## config.mk

```make
export PLATFORM = sky130hd
export DESIGN_NAME = trena_relatorio_auto
export DESIGN_NICKNAME = d
export VERILOG_FILES = /design/src/rtl/trena_relatorio_auto_pkg.sv /design/src/rtl/contador_m.sv /design/src/rtl/trena_relatorio_auto.sv
export SDC_FILE = /design/constraint.sdc
export NUM_CORES = 1
export LEC_CHECK = 0
export CORE_ASPECT_RATIO = 0.8
export CORE_MARGIN = 8
export CORE_UTILIZATION = 40
export DETAILED_ROUTE_END_ITERATION = 12
export GPL_TIMING_DRIVEN = 0
export PLACE_DENSITY = 0.71
export SLEW_MARGIN = 20
export SYNTH_ARGS = -nofsm -noshare
export SYNTH_HDL_FRONTEND = slang
export SYNTH_SLANG_ARGS = --single-unit
```

## constraint.sdc

```tcl
create_clock -name clock -period 1.8 [get_ports clock]
set_clock_uncertainty 0.05 [all_clocks]
set_input_delay 0.18 -clock clock [delete_from_list [all_inputs] [get_ports clock]]
set_output_delay 0.18 -clock clock [all_outputs]
set_load 0.02 [all_outputs]
```

## src/rtl/trena_relatorio_auto_pkg.sv

```systemverilog
// Shared definitions for the rangefinder measure-and-report sequencer:
// FSM state codes, ASCII digit prefix and default framing characters.
package trena_relatorio_auto_pkg;

  // State codes are visible on db_estado, so their values are fixed.
  typedef enum logic [3:0] {
    INICIAL        = 4'd0,
    ESPERA         = 4'd1,
    PEDE           = 4'd2,
    AGUARDA_MEDIDA = 4'd3,
    ARMAZENA       = 4'd4,
    PREPARA        = 4'd5,
    ENVIA          = 4'd6,
    AGUARDA_TX     = 4'd7,
    FINAL          = 4'd8
  } estado_t;

  // '0'..'9' are 7'b011_0000..7'b011_1001: prefix followed by the BCD nibble.
  localparam logic [2:0] ASCII_DIGIT_PREFIX = 3'b011;

  localparam logic [6:0] TERM_DEFAULT     = 7'h23;  // '#'
  localparam logic [6:0] ERR_CHAR_DEFAULT = 7'h3F;  // '?'

  // Converts one BCD nibble to ASCII; anything above 9 is not a digit.
  function automatic logic [6:0] ascii_digito(input logic [3:0] nibble,
                                              input logic [6:0] err_char);
    return (nibble <= 4'd9) ? {ASCII_DIGIT_PREFIX, nibble} : err_char;
  endfunction

endpackage

```

## src/rtl/contador_m.sv

```systemverilog
// Modulo-M counter: counts 0..M-1 while conta=1 and wraps; zera clears it
// synchronously. fim flags the terminal count M-1.
module contador_m #(
  parameter int M = 100,
  parameter int N = $clog2(M)
) (
  input  logic clock,
  input  logic zera,
  input  logic conta,
  output logic fim
);

  localparam logic [N-1:0] ULTIMO = N'(M - 1);

  logic [N-1:0] q;

  // Count register: clear has priority over counting, wrap at M-1.
  always_ff @(posedge clock) begin
    // NOTE: sequential state uses non-blocking assignments so every register
    // samples pre-edge values regardless of block ordering.
    if (zera) begin
      q <= '0;
    end else if (conta) begin
      q <= (q == ULTIMO) ? '0 : q + 1'b1;
    end
  end

  assign fim = (q == ULTIMO);

endmodule

```

## src/rtl/trena_relatorio_auto.sv

```systemverilog
// Measure-and-report sequencer: triggers the HC-SR04 interface on demand or
// periodically, waits for the BCD result (with timeout) and streams the
// digits plus a terminator to the 7O1 serial transmitter.
module trena_relatorio_auto
  import trena_relatorio_auto_pkg::*;
#(
  parameter int         DIGITS   = 3,
  parameter int         PERIOD   = 50000000,
  parameter int         TIMEOUT  = 2000000,
  parameter logic [6:0] TERM     = TERM_DEFAULT,
  parameter logic [6:0] ERR_CHAR = ERR_CHAR_DEFAULT
) (
  input  logic                  clock,
  input  logic                  reset,
  input  logic                  mensurar,
  input  logic                  modo_auto,
  input  logic                  medida_pronto,
  input  logic [4*DIGITS-1:0]   medida,
  input  logic                  tx_pronto,
  output logic                  medir,
  output logic                  tx_partida,
  output logic [6:0]            tx_dados,
  output logic [4*DIGITS-1:0]   distancia,
  output logic                  erro_timeout,
  output logic                  pronto,
  output logic [3:0]            db_estado
);

  localparam int               IDX_W    = $clog2(DIGITS + 1);
  localparam logic [IDX_W-1:0] IDX_TERM = IDX_W'(DIGITS);

  estado_t          estado;
  logic [IDX_W-1:0] idx;
  logic             pendente;
  logic             fim_timer;
  logic             fim_timeout;
  logic             tick;
  logic             pede_medida;
  logic [3:0]       nibble;
  logic [6:0]       caractere;

  // Auto timer: held at zero whenever periodic mode is off.
  contador_m #(.M(PERIOD)) u_timer (
    .clock (clock),
    .zera  (reset | ~modo_auto),
    .conta (modo_auto),
    .fim   (fim_timer)
  );

  // Timeout counter: cleared while triggering, runs only while waiting.
  contador_m #(.M(TIMEOUT)) u_timeout (
    .clock (clock),
    .zera  (reset | (estado == PEDE)),
    .conta (estado == AGUARDA_MEDIDA),
    .fim   (fim_timeout)
  );

  assign tick        = modo_auto & fim_timer;
  assign pede_medida = mensurar | pendente | tick;
  assign db_estado   = estado;

  // One-deep auto request: set by a tick, consumed when ESPERA starts a
  // measurement, dropped entirely when periodic mode is switched off.
  always_ff @(posedge clock) begin
    if (reset || !modo_auto) begin
      pendente <= 1'b0;
    end else if ((estado == ESPERA) && pede_medida) begin
      pendente <= 1'b0;
    end else if (tick) begin
      pendente <= 1'b1;
    end
  end

  // Character for the current index: MS digit first, then the terminator.
  always_comb begin
    // NOTE: defaults first so no path through this block can infer a latch.
    nibble    = '0;
    caractere = TERM;
    for (int i = 0; i < DIGITS; i++) begin
      if (idx == IDX_W'(i)) begin
        nibble = distancia[4*(DIGITS-1-i) +: 4];
      end
    end
    if (idx != IDX_TERM) begin
      caractere = erro_timeout ? ERR_CHAR : ascii_digito(nibble, ERR_CHAR);
    end
  end

  // Sequencer FSM with registered pulse outputs, asserted on entry to the
  // state they belong to.
  always_ff @(posedge clock) begin
    if (reset) begin
      estado       <= INICIAL;
      idx          <= '0;
      distancia    <= '0;
      erro_timeout <= 1'b0;
      medir        <= 1'b0;
      tx_partida   <= 1'b0;
      pronto       <= 1'b0;
      tx_dados     <= TERM;
    end else begin
      medir      <= 1'b0;
      tx_partida <= 1'b0;
      pronto     <= 1'b0;
      case (estado)
        INICIAL: estado <= ESPERA;
        ESPERA: begin
          if (pede_medida) begin
            medir  <= 1'b1;
            estado <= PEDE;
          end
        end
        PEDE: begin
          // Timeout path skips ARMAZENA, so the index is cleared here too.
          idx    <= '0;
          estado <= AGUARDA_MEDIDA;
        end
        AGUARDA_MEDIDA: begin
          if (medida_pronto) begin
            estado <= ARMAZENA;
          end else if (fim_timeout) begin
            erro_timeout <= 1'b1;
            estado       <= PREPARA;
          end
        end
        ARMAZENA: begin
          distancia    <= medida;
          erro_timeout <= 1'b0;
          idx          <= '0;
          estado       <= PREPARA;
        end
        PREPARA: begin
          tx_dados   <= caractere;
          tx_partida <= 1'b1;
          estado     <= ENVIA;
        end
        ENVIA: estado <= AGUARDA_TX;
        AGUARDA_TX: begin
          if (tx_pronto) begin
            if (idx == IDX_TERM) begin
              pronto <= 1'b1;
              estado <= FINAL;
            end else begin
              idx    <= idx + 1'b1;
              estado <= PREPARA;
            end
          end
        end
        FINAL:   estado <= ESPERA;
        default: estado <= INICIAL;
      endcase
    end
  end

endmodule
```

==> results_dict.tcl <==
set metrics [dict create \
    slew_headroom 0.673 \
    p_int_w 0.00238 \
    cts_tree "done" \
    rrSetupSlack_ps -10 \
    crit_path_max_incr_delay_ps 390 \
    place_congestion 0.868 \
    period_minus_slack_ps 1810 \
    synth-async-reset-ratio 0 \
    fin_nets 518 \
    rr_startpoint "u_timer.q[9]" \
    clockBufferDepth 2 \
    die_area_sq_um 12300 \
    grtUsageTotal 0.135 \
    port_buffers 40 \
    ant_nets 0 \
    post-dp-hpwl_um 5830 \
    path_depth 6 \
    seq_area_frac_synth 0.418 \
    hp-class "in2reg" \
    comb_power_share 0.121 \
    synth_seq_cells 75 \
    p_leak_nw 1.75 \
    final_common_cell "nand2_1" \
    critPathCaptureType "register" \
    cp_top_family "simple AND/OR/NAND/NOR gates" \
    endpoint "u_timer.q[21]" \
    initial_core_util 0.405 \
    grt.overflow.total 0 \
    netlist_instances 425 \
    clock.fmax_ghz 0.551 \
    worstSetupPathType "reg2reg" \
    setup_viol 13 \
    wirelength_um 8920 \
    fin_crit_sh 1.01 \
    clock-sinks 75 \
    switching_share 0.272 \
    yosys_warnings 0 \
    drt_iter0_markers 246 \
    firstDrtPassIters 5 \
    fp-row-count 31 \
    ir_drop_v 0.000402 \
    slew_viol_final 0 \
    fill_cells 827 \
    critPathBufInv 1 \
    synth.distinct_cells 54 \
    switching_power_w 0.000888 \
    cp.required_ps 2000 \
    crit_path_start "u_timer.q[9]" \
    synth-edff-count 0 \
    slowest_stage "nor4_4" \
    reg2reg_depth 6 \
    ios 45 \
    cp_cell_sequence "nand4_1 > nor4_4 > buf_4 > nand3_1 > xor2_2 > nor2_4" \
    drive_gt1_frac 0.251 \
    worstMarginPinSlew_ps 486 \
    dr_total_vias 3208 \
    rsz0062_at_grt "true" \
    routedWlPerCell_um 14.5 \
    grt_pass1_wl_um 13600 \
    powerDensity_nw_per_um2 680 \
    vias_per_cell 5.22 \
    grt_pass1_vias 2878 \
    hold-worst-slack_ps 202 \
    r2r_end "u_timer.q[21]" \
    die_y_um 101 \
    synthFlopType "dfxtp_1" \
    numCtsBuffers 9 \
    cp_max_fo 5 \
    clock_latency_ps 350 \
    insertedDiodeCount 0 \
    report.final.hold_viol_count 0 \
    status "complete, but fails checks" \
    cts_root_buf "clkbuf_8" \
    die-width_um 122 \
    drv_cap 0 \
    setup_tns_ps -112 \
    htreeDepth 3 \
    layout_common_cells "59 x nand2_1, 48 x dfxtp_1, 40 x clkdlybuf4s50_1" \
    core-area_sq_um 8880 \
    avgSynthCellArea_sq_um 8.46 \
    fin_ws_ps -14.8 \
    area_growth_pct 33.5 \
    clk_pin_slew_worst_paths_ps 80 \
    antenna_found_initial 0 \
    syn_nets 449 \
    p_clk_frac 0.353 \
    grt_max_degree 14 \
    violations "setup timing" \
    start_kind "register" \
    syn_area_sq_um 3590 \
    p_seq_frac 0.526 \
    drc 0 \
    crit_arrival_ps 2010 \
]
[logic make-up after synthesis]
logic type | count (synthesis) | synth area share
DFF | 75 | 0.418
buffers and inverters | 27 | 0.0421
muxes | 2 | 0.00557
xor gates and xnor gates | 39 | 0.0951
adders and majority gates | 6 | 0.0209
AOI/OAI and AO/OA | 49 | 0.0822
other | 2 | 0.00209
and+or+nand+nor | 225 | 0.334
[final cells by class]
class	instances	area (sq um)	area share
multi-input combinational	323	2180	0.454
sequential	75	1550	0.322
timing repair buffer	58	583	0.122
buffer	20	149	0.0310
tap	115	144	0.0300
clock buffer	11	131	0.0274
clock inverter	5	38.8	0.00808
inverter	7	26.3	0.00548
[power by group through the flow]
stage / clock network [W] / logic, W / registers (W)
floorplan: 0 / 0.000181 / 0.00178
global placement: 0 / 0.000338 / 0.00176
detailed placement: 0 / 0.000340 / 0.00176
CTS: 0.00119 / 0.000355 / 0.00172
global route: 0.00127 / 0.000430 / 0.00172
finish: 0.00115 / 0.000396 / 0.00171
[worst min path at each step]
stage                            from             to  slack (ps)  cells after the start
after floorplan            medida[10]  distancia[10]         270                      2
after global placement    tx_dados[3]    tx_dados[3]         400                      2
after detailed placement  tx_dados[3]    tx_dados[3]         410                      2
after CTS                   modo_auto       pendente         180                      2
after global routing        modo_auto       pendente         190                      2
final                       modo_auto       pendente         200                      2
[registers in the layout (all words and copies together) (netlist names)]
register      cells
pronto            1
u_timer.q        26
pendente          1
erro_timeout      1
idx               2
distancia        12
db_estado         4
u_timeout.q      21
tx_dados          5
medir             1
tx_partida        1
[synth_stat cells, drive strengths merged (6+ instances only)]
master | number | share of area
inv | 7 | 0.0073
ha | 6 | 0.021
xnor2 | 9 | 0.022
nor3 | 17 | 0.031
clkbuf | 7 | 0.0073
nand2 | 59 | 0.062
a21oi | 26 | 0.036
dfxtp | 75 | 0.42
nand3 | 31 | 0.046
xor2 | 30 | 0.073
nor4 | 7 | 0.022
nor2 | 56 | 0.058
o21ai | 7 | 0.0097
buf | 13 | 0.028
and3 | 10 | 0.017
nand4 | 15 | 0.028
[through the flow]
step                      setup slack [ps]   util  total power [W]  area, sq um  instances
after global routing                  -147  0.540          0.00342         4800        614
after CTS                            -8.05  0.495          0.00326         4400        598
after floorplan                       5.42      -          0.00196         3590        425
final                                -14.8  0.540          0.00326         4800        614
after global placement               -92.1  0.466          0.00209         4140        580
after detailed placement             -77.7  0.466          0.00210         4140        580
[layer usage]
metal	global-route usage	up-vias	share of wire
li1	-	1607	-
met1	0.169	1516	0.44
met2	0.214	79	0.48
met3	0.0510	6	0.067
met4	0.0322	0	0.0057
met5	0	-	0
[what timing repair did]
item | CTS | global route
buffers inserted | 2 | 14
gates resized for setup | 19 | 84
hold endpoints to repair | 0 | 0
cloned | 0 | 2
pin swaps | 10 | 26
hold buffers | 0 | 0
endpoints found under the setup margin | 24 | 59
Note: power is estimated with default switching activity, not from simulation.
